**src/rtl/rx_sequencer_if.sv**
```systemverilog
// Serial receive control/status bundle between the host side and rx_sequencer.
interface rx_sequencer_if;
  logic serial_in;
  logic data_read;
  logic shift_enable;
  logic load_buffer;
  logic data_ready;
  logic overrun_error;
  logic framing_error;
  logic parity_error;

  modport master (
    output serial_in, data_read,
    input  shift_enable, load_buffer, data_ready,
    input  overrun_error, framing_error, parity_error
  );

  modport slave (
    input  serial_in, data_read,
    output shift_enable, load_buffer, data_ready,
    output overrun_error, framing_error, parity_error
  );
endinterface

```
**src/rtl/rx_sequencer.sv**
```systemverilog
// UART receive sequencer: start detect, bit timing, stop check, buffer/status flags.
// Optional even-parity stage enabled by defining RX_PARITY_EN.
module rx_sequencer #(
  parameter int unsigned CLKS_PER_BIT = 10,
  parameter int unsigned DATA_BITS    = 8
) (
  input logic         clk,
  input logic         n_rst,
  rx_sequencer_if.slave rx
);

  localparam int unsigned BAUD_W = $clog2(CLKS_PER_BIT);
  localparam int unsigned BIT_W  = $clog2(DATA_BITS + 1);
  localparam logic [BAUD_W-1:0] HALF_LAST = BAUD_W'(CLKS_PER_BIT / 2 - 1);
  localparam logic [BAUD_W-1:0] BAUD_LAST = BAUD_W'(CLKS_PER_BIT - 1);
  localparam logic [BIT_W-1:0]  BIT_LAST  = BIT_W'(DATA_BITS - 1);

  typedef enum logic [2:0] {
    IDLE,
    START_CHK,
    DATA,
`ifdef RX_PARITY_EN
    PARITY,
`endif
    STOP,
    LOAD
  } state_t;

  state_t            state, state_next;
  logic [BAUD_W-1:0] baud_cnt, baud_next;
  logic [BIT_W-1:0]  bit_cnt, bit_next;
  logic              prev;
  logic              shift_en;
  logic              load_en;
  logic              clr_flags;
  logic              set_framing;
  logic              data_ready;
  logic              overrun;
  logic              framing;
`ifdef RX_PARITY_EN
  logic              par_sample;
  logic              parity_acc;
  logic              parity_err;
`endif

  always_ff @(posedge clk or negedge n_rst) begin
    if (!n_rst) begin
      state    <= IDLE;
      baud_cnt <= '0;
      bit_cnt  <= '0;
      prev     <= 1'b1;
    end else begin
      state    <= state_next;
      baud_cnt <= baud_next;
      bit_cnt  <= bit_next;
      prev     <= rx.serial_in;
    end
  end

  // Sample decisions are taken in the last counted cycle of each interval,
  // so every pulse below is a combinational decode of state and counter.
  always_comb begin
    state_next  = state;
    baud_next   = baud_cnt + 1'b1;
    bit_next    = bit_cnt;
    shift_en    = 1'b0;
    load_en     = 1'b0;
    clr_flags   = 1'b0;
    set_framing = 1'b0;
`ifdef RX_PARITY_EN
    par_sample  = 1'b0;
`endif
    case (state)
      IDLE: begin
        baud_next = '0;
        bit_next  = '0;
        if (prev && !rx.serial_in) begin
          clr_flags  = 1'b1;
          state_next = START_CHK;
        end
      end
      START_CHK: begin
        if (baud_cnt == HALF_LAST) begin
          baud_next  = '0;
          state_next = rx.serial_in ? IDLE : DATA;
        end
      end
      DATA: begin
        if (baud_cnt == BAUD_LAST) begin
          baud_next = '0;
          shift_en  = 1'b1;
          if (bit_cnt == BIT_LAST) begin
            bit_next = '0;
`ifdef RX_PARITY_EN
            state_next = PARITY;
`else
            state_next = STOP;
`endif
          end else begin
            bit_next = bit_cnt + 1'b1;
          end
        end
      end
`ifdef RX_PARITY_EN
      PARITY: begin
        if (baud_cnt == BAUD_LAST) begin
          baud_next  = '0;
          par_sample = 1'b1;
          state_next = STOP;
        end
      end
`endif
      STOP: begin
        if (baud_cnt == BAUD_LAST) begin
          baud_next = '0;
          if (rx.serial_in) begin
            state_next = LOAD;
          end else begin
            set_framing = 1'b1;
            state_next  = IDLE;
          end
        end
      end
      LOAD: begin
        load_en    = 1'b1;
        baud_next  = '0;
        state_next = IDLE;
      end
      default: begin
        baud_next  = '0;
        bit_next   = '0;
        state_next = IDLE;
      end
    endcase
  end

  // A read coinciding with a load keeps data_ready set and suppresses overrun.
  always_ff @(posedge clk or negedge n_rst) begin
    if (!n_rst) begin
      data_ready <= 1'b0;
      overrun    <= 1'b0;
      framing    <= 1'b0;
    end else begin
      if (load_en)
        data_ready <= 1'b1;
      else if (rx.data_read)
        data_ready <= 1'b0;

      if (load_en && data_ready && !rx.data_read)
        overrun <= 1'b1;
      else if (rx.data_read)
        overrun <= 1'b0;

      if (clr_flags)
        framing <= 1'b0;
      else if (set_framing)
        framing <= 1'b1;
    end
  end

`ifdef RX_PARITY_EN
  always_ff @(posedge clk or negedge n_rst) begin
    if (!n_rst) begin
      parity_acc <= 1'b0;
      parity_err <= 1'b0;
    end else begin
      if (clr_flags) begin
        parity_acc <= 1'b0;
        parity_err <= 1'b0;
      end else begin
        if (shift_en)
          parity_acc <= parity_acc ^ rx.serial_in;
        if (par_sample && (parity_acc != rx.serial_in))
          parity_err <= 1'b1;
      end
    end
  end

  assign rx.parity_error = parity_err;
`else
  assign rx.parity_error = 1'b0;
`endif

  assign rx.shift_enable  = shift_en;
  assign rx.load_buffer   = load_en;
  assign rx.data_ready    = data_ready;
  assign rx.overrun_error = overrun;
  assign rx.framing_error = framing;

endmodule

```
**src/flat_wrapper.sv**
```systemverilog
// flat-port wrapper written by rule: the top's interface ports become plain ports
module rx_sequencer_flat 
#(
  parameter int unsigned CLKS_PER_BIT = 10,
  parameter int unsigned DATA_BITS    = 8
)
  (clk, n_rst, rx_serial_in, rx_data_read, rx_shift_enable, rx_load_buffer, rx_data_ready, rx_overrun_error, rx_framing_error, rx_parity_error);
  rx_sequencer_if rx_i ();
  input logic clk;
  input logic n_rst;
  input wire logic [$bits(rx_i.serial_in)-1:0] rx_serial_in;
  input wire logic [$bits(rx_i.data_read)-1:0] rx_data_read;
  output wire logic [$bits(rx_i.shift_enable)-1:0] rx_shift_enable;
  output wire logic [$bits(rx_i.load_buffer)-1:0] rx_load_buffer;
  output wire logic [$bits(rx_i.data_ready)-1:0] rx_data_ready;
  output wire logic [$bits(rx_i.overrun_error)-1:0] rx_overrun_error;
  output wire logic [$bits(rx_i.framing_error)-1:0] rx_framing_error;
  output wire logic [$bits(rx_i.parity_error)-1:0] rx_parity_error;
  assign rx_i.serial_in = rx_serial_in;
  assign rx_i.data_read = rx_data_read;
  assign rx_shift_enable = rx_i.shift_enable;
  assign rx_load_buffer = rx_i.load_buffer;
  assign rx_data_ready = rx_i.data_ready;
  assign rx_overrun_error = rx_i.overrun_error;
  assign rx_framing_error = rx_i.framing_error;
  assign rx_parity_error = rx_i.parity_error;
  rx_sequencer #(.CLKS_PER_BIT(CLKS_PER_BIT), .DATA_BITS(DATA_BITS)) u_core (.clk(clk), .n_rst(n_rst), .rx(rx_i));
endmodule
```
**config.mk**
```make
export PLATFORM = sky130hd
export DESIGN_NAME = rx_sequencer_flat
export DESIGN_NICKNAME = d
export VERILOG_FILES = /design/src/rtl/rx_sequencer_if.sv /design/src/rtl/rx_sequencer.sv /design/src/flat_wrapper.sv
export SDC_FILE = /design/constraint.sdc
export NUM_CORES = 1
export LEC_CHECK = 0
export CAP_MARGIN = 20
export CELL_PAD_IN_SITES_DETAIL_PLACEMENT = 2
export CELL_PAD_IN_SITES_GLOBAL_PLACEMENT = 2
export CORE_UTILIZATION = 36
export CTS_CLUSTER_DIAMETER = 100
export CTS_CLUSTER_SIZE = 40
export DETAILED_ROUTE_END_ITERATION = 6
export GPL_TIMING_DRIVEN = 0
export PLACE_DENSITY_LB_ADDON = 0.1
export RECOVER_POWER = 100
export SLEW_MARGIN = 20
export SYNTH_ARGS = -nofsm -noshare
export SYNTH_HDL_FRONTEND = slang
export SYNTH_SLANG_ARGS = --single-unit
```
**constraint.sdc**
```tcl
create_clock -name clk -period 4.5 [get_ports clk]
set_clock_uncertainty 0.05 [all_clocks]
set_input_delay 0.9 -clock clk [delete_from_list [all_inputs] [get_ports clk]]
set_output_delay 0.9 -clock clk [all_outputs]
set_load 0.01 [all_outputs]
```
==> flow_metrics.env <==
export IMPL_outcome="finished clean"
export IMPL_synth_ff_type="dfrtp_1"
export IMPL_synthTopCellsByArea="dfrtp_1, ha_1, dfstp_2, inv_1, mux2_1"
export IMPL_drt_iter0_drc=9
export IMPL_synth_compound_area_share_pct=13.4
export IMPL_cp_arrival_ns=1.95
export IMPL_gp_congestion=0.720
export IMPL_rows=16
export IMPL_synthesis_nets=85
export IMPL_hp_class="flip-flop to flip-flop"
export IMPL_core_area_um2=2020
export IMPL_period_share_pct=64.5
export IMPL_cts_buffer_depth=2
export IMPL_worst_pin_slew_ns=0.684
export IMPL_layout_drive_gt1_share_pct=11.2
export IMPL_yosysTopAreaCell="dfrtp_1"
export IMPL_hp_start="u_core.bit_cnt[3]"
export IMPL_start_util_pct=39.2
export IMPL_maxCapViolations=0
export IMPL_leakagePower_nw=0.435
export IMPL_synth_top_family_by_area="simple AND/OR/NAND/NOR gates"
export IMPL_syn_inst=77
export IMPL_overflow=0
export IMPL_cts_max_level=1
export IMPL_synth_fa_ha_area_share_pct=6.32
export IMPL_die_x_um=48.9
export IMPL_dr_pass1_iters=2
export IMPL_root_buffer="clkbuf_4"
export IMPL_max_freq_ghz=0.345
export IMPL_grt_pass1_vias=653
export IMPL_cp_max_fo=10
export IMPL_p_per_area_nw_per_um2=472
export IMPL_synth_top_cell_area_share_pct=44.2
export IMPL_design_die_area_um2=2390
export IMPL_cp_end_kind="output port"
export IMPL_yosysSeqAreaShare_pct=47.6
export IMPL_synth_area_mux_share_pct=2.84
export IMPL_post_cts_buffers=0
export IMPL_reg2reg_depth=6
export IMPL_reg2reg_from="u_core.baud_cnt[1]"
export IMPL_cts_num_sinks=15
export IMPL_synthToLayoutAreaGrowth_pct=16.3
export IMPL_grt_max_degree=16
export IMPL_rsz0062_at_grt="false"
export IMPL_ys_types=32
export IMPL_cts_hold_buf=0
export IMPL_drc=0
export IMPL_clock_latency_ns=0.28
export IMPL_postSynthAreaPerCell_um2=10.3
export IMPL_timing_hold_violations_final=0
export IMPL_timing_worst_setup_path_type="flip-flop to output port"
export IMPL_ys_async_sr_fraction_pct=100
export IMPL_io_pins=10
export IMPL_post_drt_wl_per_cell_um=14.7
export IMPL_start_kind="flip-flop"
export IMPL_drv_slew=0
export IMPL_cts_tree="done"
export IMPL_ant_nets=0
export IMPL_netlist_area_um2=792
export IMPL_fin_nets=98
export IMPL_cts_buffers=3
export IMPL_critPathRequiredTime_ns=3.55
export IMPL_grt_pass1_wl_um=3170
export IMPL_dp_hpwl_um=1260
export IMPL_peakVddDrop_uv=203
export IMPL_setup_violations=0
export IMPL_regToRegSetupSlack_ns=2.61
export IMPL_relSlewSlack_pct=54.2
export IMPL_clk_pin_slew_ns=0.09
export IMPL_period_minus_slack_ns=2.90
export IMPL_grt_antenna_before_repair=0
export IMPL_yosysWarnings=0
export IMPL_synth_edff_count=0
export IMPL_routed_wl_um=1710
export IMPL_cts_resized=0
export IMPL_fp_dieH_um=48.9
export IMPL_min_path_cells=1
export IMPL_setup_tns_ns=0
export IMPL_antennaDiodeCount=0
export IMPL_grt_util_all_layers_pct=18.0
export IMPL_finalHoldWorstSlack_ns=0.436
export IMPL_synth_xor_area_share_pct=2.21
export IMPL_yosys_area_share_simple_pct=21.3
export IMPL_via_count=587
export IMPL_ys_ff_latch=15
export IMPL_startpoint="u_core.state[0]"
export IMPL_io_buffers=8
export IMPL_vias_per_cell=5.06
## flip-flops by register name (all words and copies together) (netlist names)
name	cells
u_core.rx.data_ready	1
u_core.bit_cnt	4
u_core.rx.overrun_error	1
u_core.state	3
u_core.prev	1
u_core.rx.framing_error	1
u_core.baud_cnt	4
## worst paths after layout
check	endpoint
hold reg to reg	u_core.bit_cnt[3]
setup reg to reg	u_core.state[0]
hold / removal	u_core.bit_cnt[3]
setup / recovery	rx_shift_enable
min in group asynchronous	u_core.rx.overrun_error
max in group asynchronous	u_core.state[0]
## layout by cell type (no fill, tap or decap), types with 4 or more instances in the layout
cell and n:
nor2_1 6, o21ai_0 5, nor3b_1 4, inv_1 6, dlygate4sd3_1 7, nor3_1 4, nand2_1 5, dfrtp_1 14
ha_1 4
## per-stage QoR
stage	power, mW	instance area, um^2	instances	utilization (%)	setup slack, ns
6_report	0.435	921	116	45.5	1.60
5_1_grt	0.478	921	116	45.5	1.51
4_1_cts	0.452	932	116	46.1	1.62
3_5_place_dp	0.368	906	112	44.8	1.96
3_3_place_gp	0.360	906	112	44.8	1.93
2_1_floorplan	0.321	792	77	-	2.49
## layer usage
layer	GRT usage (%)	share of wire (%)
met5	0	0
met4	10.3	1.7
met3	2.80	2.4
met2	28.5	45
met1	23.3	51
## power by group
| part | internal (mW) | switching (mW) | total [mW] |
|---|---|---|---|
| Clock | 0.0344 | 0.0446 | 0.0791 |
| Sequential | 0.161 | 0.0240 | 0.185 |
| Combinational | 0.0745 | 0.0964 | 0.171 |
| Total | 0.270 | 0.165 | 0.435 |
## synth_stat cells (2+ instances only)
cell type / n
o21ai_0: 3
nor3b_1: 3
o21ai_1: 2
a21o_1: 2
inv_1: 6
ha_1: 4
nor2b_1: 2
mux2_1: 2
nor3_1: 4
a21oi_1: 3
nand2_1: 5
nand3b_1: 3
nor2_1: 6
dfrtp_1: 14
## area by class of cell
class	count	area [um^2]
multi-input cells	53	358
flip-flops and latches	15	377
repair buffers	8	80.1
fillers	238	1100
clock buffers	4	26.3
well taps	27	33.8
plain buffers	3	23.8
inverters	6	22.5
## logic make-up (layout without fill, tap and decap cells)
logic type,count (synthesis),after routing
other,1,1
muxes,2,2
DFF,15,15
adders and majority gates,4,4
buffers and inverters,9,21
xor gates and xnor gates,2,2
AOI/OAI and AO/OA,15,15
and+or+nand+nor,29,29
## critical path: stages (launching register included)
cell	delay (ns)
dfrtp_1	0.38
buf_2	0.18
or3b_4	0.40
nor2_1	0.10
dlygate4sd3_1	0.61
No activity file was read; power rests on OpenSTA's default activity.
